===== src/rtl/sort_step_controller.sv =====
// Paced bubble-sort sequencer: issues one compare-swap request at a time to an
// external bar register file and ends early once a pass makes no swaps.
module sort_step_controller #(
  parameter int N_BARS     = 5,
  parameter int IDX_W      = 3,
  parameter int BASE_DELAY = 50000000,
  parameter int CNT_W      = 8
) (
  input  logic             clk,
  input  logic             reset,
  input  logic             start,
  input  logic             abort,
  input  logic             pause,
  input  logic             step,
  input  logic [1:0]       speed,
  output logic             cmp_valid,
  input  logic             cmp_ready,
  output logic [IDX_W-1:0] cmp_idx,
  input  logic             resp_valid,
  input  logic             resp_swapped,
  output logic [IDX_W-1:0] pass_idx,
  output logic             busy,
  output logic             sorted,
  output logic             done,
  output logic [CNT_W-1:0] swap_count
);

  localparam int DLY_W = $clog2(BASE_DELAY + 1);

  localparam logic [2:0] S_IDLE     = 3'd0;
  localparam logic [2:0] S_WAIT     = 3'd1;
  localparam logic [2:0] S_ISSUE    = 3'd2;
  localparam logic [2:0] S_RESP     = 3'd3;
  localparam logic [2:0] S_PASS_END = 3'd4;
  localparam logic [2:0] S_DONE     = 3'd5;

  localparam logic [IDX_W-1:0] LAST_PASS = IDX_W'(N_BARS - 2);
  localparam logic [DLY_W-1:0] BASE_DLY  = DLY_W'(BASE_DELAY);

  logic [2:0]       state;
  logic [DLY_W-1:0] delay_cnt;
  logic [DLY_W-1:0] shifted;
  logic [DLY_W-1:0] target;
  logic             pass_swapped;
  logic [IDX_W-1:0] last_cmp;

  // Speed-scaled delay target; large speeds can shift it to zero, so floor it at one cycle.
  always_comb begin
    shifted = BASE_DLY >> {speed, 1'b0};
    if (shifted == '0) begin
      target = DLY_W'(1);
    end else begin
      target = shifted;
    end
    last_cmp = LAST_PASS - pass_idx;
  end

  // Sequencer state, counters and all registered outputs.
  always_ff @(posedge clk) begin
    if (reset) begin
      state        <= S_IDLE;
      delay_cnt    <= '0;
      pass_swapped <= 1'b0;
      cmp_valid    <= 1'b0;
      cmp_idx      <= '0;
      pass_idx     <= '0;
      busy         <= 1'b0;
      sorted       <= 1'b0;
      done         <= 1'b0;
      swap_count   <= '0;
    end else if (abort) begin
      // Indices and swap count are left visible for the renderer after an abort.
      state     <= S_IDLE;
      delay_cnt <= '0;
      cmp_valid <= 1'b0;
      busy      <= 1'b0;
      sorted    <= 1'b0;
      done      <= 1'b0;
    end else begin
      done <= 1'b0;
      case (state)
        S_IDLE, S_DONE: begin
          if (start) begin
            pass_idx     <= '0;
            cmp_idx      <= '0;
            swap_count   <= '0;
            pass_swapped <= 1'b0;
            delay_cnt    <= '0;
            sorted       <= 1'b0;
            busy         <= 1'b1;
            state        <= S_WAIT;
          end
        end
        S_WAIT: begin
          if (pause) begin
            if (step) begin
              delay_cnt <= '0;
              cmp_valid <= 1'b1;
              state     <= S_ISSUE;
            end
          end else if (delay_cnt >= target - DLY_W'(1)) begin
            delay_cnt <= '0;
            cmp_valid <= 1'b1;
            state     <= S_ISSUE;
          end else begin
            delay_cnt <= delay_cnt + DLY_W'(1);
          end
        end
        S_ISSUE: begin
          if (cmp_ready) begin
            cmp_valid <= 1'b0;
            state     <= S_RESP;
          end
        end
        S_RESP: begin
          if (resp_valid) begin
            if (resp_swapped && (swap_count != '1)) begin
              swap_count <= swap_count + CNT_W'(1);
            end
            pass_swapped <= pass_swapped | resp_swapped;
            if (cmp_idx == last_cmp) begin
              state <= S_PASS_END;
            end else begin
              cmp_idx <= cmp_idx + IDX_W'(1);
              state   <= S_WAIT;
            end
          end
        end
        S_PASS_END: begin
          if ((pass_idx == LAST_PASS) || !pass_swapped) begin
            busy   <= 1'b0;
            sorted <= 1'b1;
            done   <= 1'b1;
            state  <= S_DONE;
          end else begin
            pass_idx     <= pass_idx + IDX_W'(1);
            cmp_idx      <= '0;
            pass_swapped <= 1'b0;
            state        <= S_WAIT;
          end
        end
        default: begin
          cmp_valid <= 1'b0;
          busy      <= 1'b0;
          state     <= S_IDLE;
        end
      endcase
    end
  end

endmodule


===== config.mk =====
export PLATFORM = sky130hd
export DESIGN_NAME = sort_step_controller
export DESIGN_NICKNAME = d
export VERILOG_FILES = /design/src/rtl/sort_step_controller.sv
export SDC_FILE = /design/constraint.sdc
export NUM_CORES = 1
export LEC_CHECK = 0
export ABC_AREA = 1
export CAP_MARGIN = 10
export CORE_MARGIN = 1
export CORE_UTILIZATION = 52
export CTS_CLUSTER_SIZE = 16
export DETAILED_ROUTE_END_ITERATION = 6
export PLACE_DENSITY_LB_ADDON = 0.05
export SLEW_MARGIN = 30
export SYNTH_ARGS = -nofsm -noshare
export SYNTH_HDL_FRONTEND = slang
export SYNTH_SLANG_ARGS = --single-unit

===== constraint.sdc =====
create_clock -name clk -period 2.2 [get_ports clk]
set_input_delay 0.44 -clock clk [delete_from_list [all_inputs] [get_ports clk]]
set_output_delay 0.44 -clock clk [all_outputs]
set_load 0.01 [all_outputs]

* After elaboration in Yosys (flattened, before gate mapping) *
Index checks and enable logic that the tools add are counted.

cells by class
  add/sub/neg operators = 6
  order comparisons = 1
  eq/ne operators = 17
  shifts and indexed selects = 1
  mux-type cells = 41
  bitwise gates (word level) = 5
  reduce and logical (&&, ||, !) cells = 23

operator list
  kind                                                                   count
  26-bit 2-to-1 mux                                                      5
  26-bit one-hot mux with 2 select lines                                 1
  3-bit 2-to-1 mux                                                       13
  26-bit by 1-bit adder with 26-bit output (second input constant)       1
  26-bit greater-or-equal comparator                                     1
  26-bit logical NOT                                                     1
  26-bit by 3-bit right shift with 26-bit output (first input constant)  1
  26-bit by 1-bit subtractor with 26-bit output (second input constant)  1
  8-bit 2-to-1 mux                                                       3
  8-bit one-hot mux with 2 select lines                                  1
  3-bit one-hot mux with 5 select lines                                  1
  5-bit AND reduction                                                    3
  2-bit != test (second input constant)                                  7
  1-bit 2-to-1 mux                                                       11
  3-bit by 2-bit == test with 1-bit output (second input constant)       3
  1-bit one-hot mux with 3 select lines                                  3
  3-bit one-hot mux with 3 select lines                                  1
  3-bit AND reduction                                                    3
  8-bit by 1-bit adder with 8-bit output (second input constant)         1
  8-bit != test (second input constant)                                  1
  4-bit AND reduction                                                    2
  3-bit by 1-bit adder with 3-bit output (second input constant)         2
  3-bit == test (second input constant)                                  2
  3-bit != test (second input constant)                                  2
  17 further kinds                                                       24

word-level totals
  flip-flop bits (word level) = 48
  input bits = 11
  output and inout port bits = 18
  word-level logic and storage cells = 104

* Logic depth before layout (Yosys ltp) *
  depth after elaboration = 8
  depth in mapped cells = 16
  gate-level depth less buffers = 15

* Least setup slack after synthesis *
Ideal clock, no wire load.

  path type = input-to-reg
  start = in speed[1]
  end = reg delay_cnt[24]
  arrival = 2.138 ns
  setup slack = -0.001 ns
  stages on the path = 13
  path buffers = 1
  cells stage by stage = inv_1 ha_1 inv_1 ha_1 a21o_1 nor2_1 nand2_1 a21oi_1 nand4_2 nand2_1 nand2_2 buf_2 nor2_1

between the ends
  cells in the longest elaborated chain, start to end = 8

RTL lines
  what                                                RTL line  text
  start, declared                                     15        input logic [1:0] speed,
  26-bit by 3-bit right shift with 26-bit output (*)  49        shifted = BASE_DLY >> {speed, 1'b0};
  26-bit logical NOT                                  50        if (shifted == '0) begin
  26-bit 2-to-1 mux (*)                               50
  26-bit by 1-bit subtractor with 26-bit output (*)   101       end else if (delay_cnt >= target - DLY_W'(1)) begin
  26-bit greater-or-equal comparator (*)              101
  26-bit 2-to-1 mux (*)                               101
  26-bit 2-to-1 mux (*)                               95        if (pause) begin
  26-bit one-hot mux with 2 select lines (*)          81        case (state)
  end signal, assigned                                106       delay_cnt <= delay_cnt + DLY_W'(1);
  end, declared                                       41        logic [DLY_W-1:0] delay_cnt;

Mark *: on every way between the ends. The rest lies on a longest branch, timed or not.
A chain may end at the register's enable or synchronous reset.

* Worst setup path after layout *
  start = in speed[1]
  end = reg delay_cnt[4]

Same word-level chain as after synthesis.

==> impl_metrics.json <==
{
  "ys_ff_latch": 48,
  "grt_pass1_vias": 2751,
  "r2r_cells": 12,
  "p_seq_frac": 0.500,
  "row_count": 28,
  "ios": 29,
  "finalCritPeriodShare": 0.915,
  "p_sw_mw": 0.529,
  "dr.pass1.iters": 4,
  "crit_path_end_kind": "flip-flop",
  "syn_to_final_growth_pct": 18.6,
  "finalNetCount": 554,
  "p_comb_frac": 0.196,
  "n_antenna_cell": 0,
  "synth_area_leader_cell": "dfxtp_1",
  "dieArea_sq_um": 6430,
  "track_usage": 0.240,
  "path_class": "in -> reg",
  "syn_area_sq_um": 3180,
  "initial_core_util": 0.537,
  "whs_path_depth": 2,
  "grt_pass1_wl_um": 12100,
  "cts_hold_buf": 0,
  "power_density_nw_per_um2": 478,
  "skew_ps": 9.06,
  "routed_wl_um": 7200,
  "final_core_util": 0.637,
  "synth_edf_count": 0,
  "mostFrequentLayoutCells": "nand2_1 (114), nor2_1 (75), inv_1 (51), dfxtp_1 (48), nand3_1 (35)",
  "cp_data_arrival_time_ps": 2250,
  "slew_violations": 0,
  "core_area_sq_um": 5920,
  "cts.htree.levels": 2,
  "cts_sinks": 48,
  "clk_path_buf_depth": 2,
  "die_h_um": 80.2,
  "cts-buffers-inserted": 5,
  "synth_top_area_share": 0.302,
  "root_buffer": "clkbuf_8",
  "clock_latency_ps": 300,
  "antenna_found_initial": 0,
  "peakVddDrop_uv": 270,
  "viasPerCell": 5.10,
  "max_cap_viol_count": 0,
  "final_common_cell": "nand2_1",
  "grt_max_degree": 15,
  "synth_warnings": 0,
  "clk_pin_slew_worst_paths_ps": 90,
  "syn_inst": 468,
  "async_reset_ff_frac": 0,
  "p_clk_frac": 0.304,
  "post_cts.repair.setup_buffers": 0,
  "synth.net_count": 509,
  "required_ps": 2440,
  "die_w_um": 80.2,
  "io_buffers": 28,
  "finalPower_mw": 1.80,
  "synth_ff_type": "dfxtp_1",
  "leakagePower_nw": 1.67,
  "period_needed_ps": 2010,
  "path_max_fanout": 13,
  "cellInternalPower_mw": 1.27,
  "wire_per_inst_um": 12.2,
  "hp-class": "reg -> reg",
  "drt_iter0_drc": 89,
  "ys_types": 32,
  "layout-drive-gt1-share": 0.0934,
  "rsz0062_at_grt": "false",
  "ant_nets": 0,
  "overflow": 0,
  "avgSynthCellArea_sq_um": 6.79,
  "outcome": "complete, no violations",
  "cts_tree": "done",
  "drc": 0,
  "max_freq_mhz": 497,
  "gp_congestion": 0.853,
  "setup_violations": 0,
  "ys_top_cells_by_area": "dfxtp_1 (30%), nand2_1 (13%), ha_1 (12%)",
  "dr_total_vias": 3005,
  "ys_seq_area_frac": 0.302,
  "hold_viol": 0,
  "dpl.hpwl_um": 5420,
  "worst_setup_path_start_kind": "input port",
  "swShare": 0.294
}
-- sequential cells by signal (all words and copies together), names as in the netlist --
name and flops:
busy 1, cmp_idx 3, cmp_valid 1, delay_cnt 26
done 1, pass_idx 3, pass_swapped 1, sorted 1
state 3, swap_count 8
-- critical path: stages --
cell,delay (ps)
clkbuf_2,120
inv_2,100
ha_4,130
inv_2,50
ha_1,290
a21o_1,180
nor2_1,110
nand2_1,100
a21oi_2,120
nand4_2,120
nand2_1,110
nand2_2,110
buf_12,170
nor2_1,100
-- logic make-up after synthesis --
group,Yosys count,synth area share
simple gates,257,0.353
buf+inv,61,0.0756
flops,48,0.302
compound gates,46,0.0822
fa+ha+maj,30,0.118
xor+xnor,23,0.0634
other cells,2,0.00236
mux,1,0.00315
-- cell type report --
type                            count  area [sq um]
Timing Repair Buffer               43           415
Tap cell                           75          93.8
Clock buffer                        6          82.6
Multi-Input combinational cell    359          2000
Sequential cell                    48           961
Fill cell                         564          2150
Clock inverter                      2          10.0
Inverter                           56           210
-- routing by layer --
metal	track usage	routed length, um
met4	0.0661	61
met3	0.0364	202
met1	0.288	3510
met2	0.439	3430
met5	0	0
-- through the flow --
stage	setup WS [ps]	cells	instance area, sq um	hold WS (ps)	setup TNS (ps)
floorplan	31.2	468	3180	421	0
global placement	-501	580	3640	447	-14720
detailed placement	-573	580	3640	443	-16350
CTS	32.7	589	3780	457	0
global route	67.6	589	3770	483	0
finish	186	589	3770	457	0
-- power groups by stage --
stage	clock, mW	sequential, mW	combinational [mW]
6_report	0.547	0.901	0.354
4_1_cts	0.570	0.900	0.355
5_1_grt	0.595	0.903	0.394
3_3_place_gp	0	0.920	0.333
3_5_place_dp	0	0.920	0.338
2_1_floorplan	0	0.920	0.221
-- synthesized netlist by cell type (2+ instances only) --
master,n
ha_1,30
a21oi_1,28
nor3_1,4
buf_2,3
a21o_1,2
nor2_1,76
nand2_2,5
nand2_1,114
conb_1,2
xnor2_1,5
nor2_4,2
xor2_1,18
inv_1,54
or2_2,2
inv_2,2
o21bai_1,7
nand4_1,12
o21ai_0,6
dfxtp_1,48
nand3_1,35
o31ai_1,2
-- repair_timing --
item / in CTS / in global routing
gates cloned: 1 / 0
gates resized for setup: 8 / 4
pin swaps: 2 / 0
endpoints found under the setup margin: 30 / 30
-- final timing paths --
path                                    from            to  slack [ps]
worst max-delay path                speed[1]  delay_cnt[4]         190
worst min-delay path            pass_swapped  pass_swapped         460
worst max register to register      state[2]  delay_cnt[4]         210
worst min register to register  pass_swapped  pass_swapped         460
(Power assumes the default switching activity.)
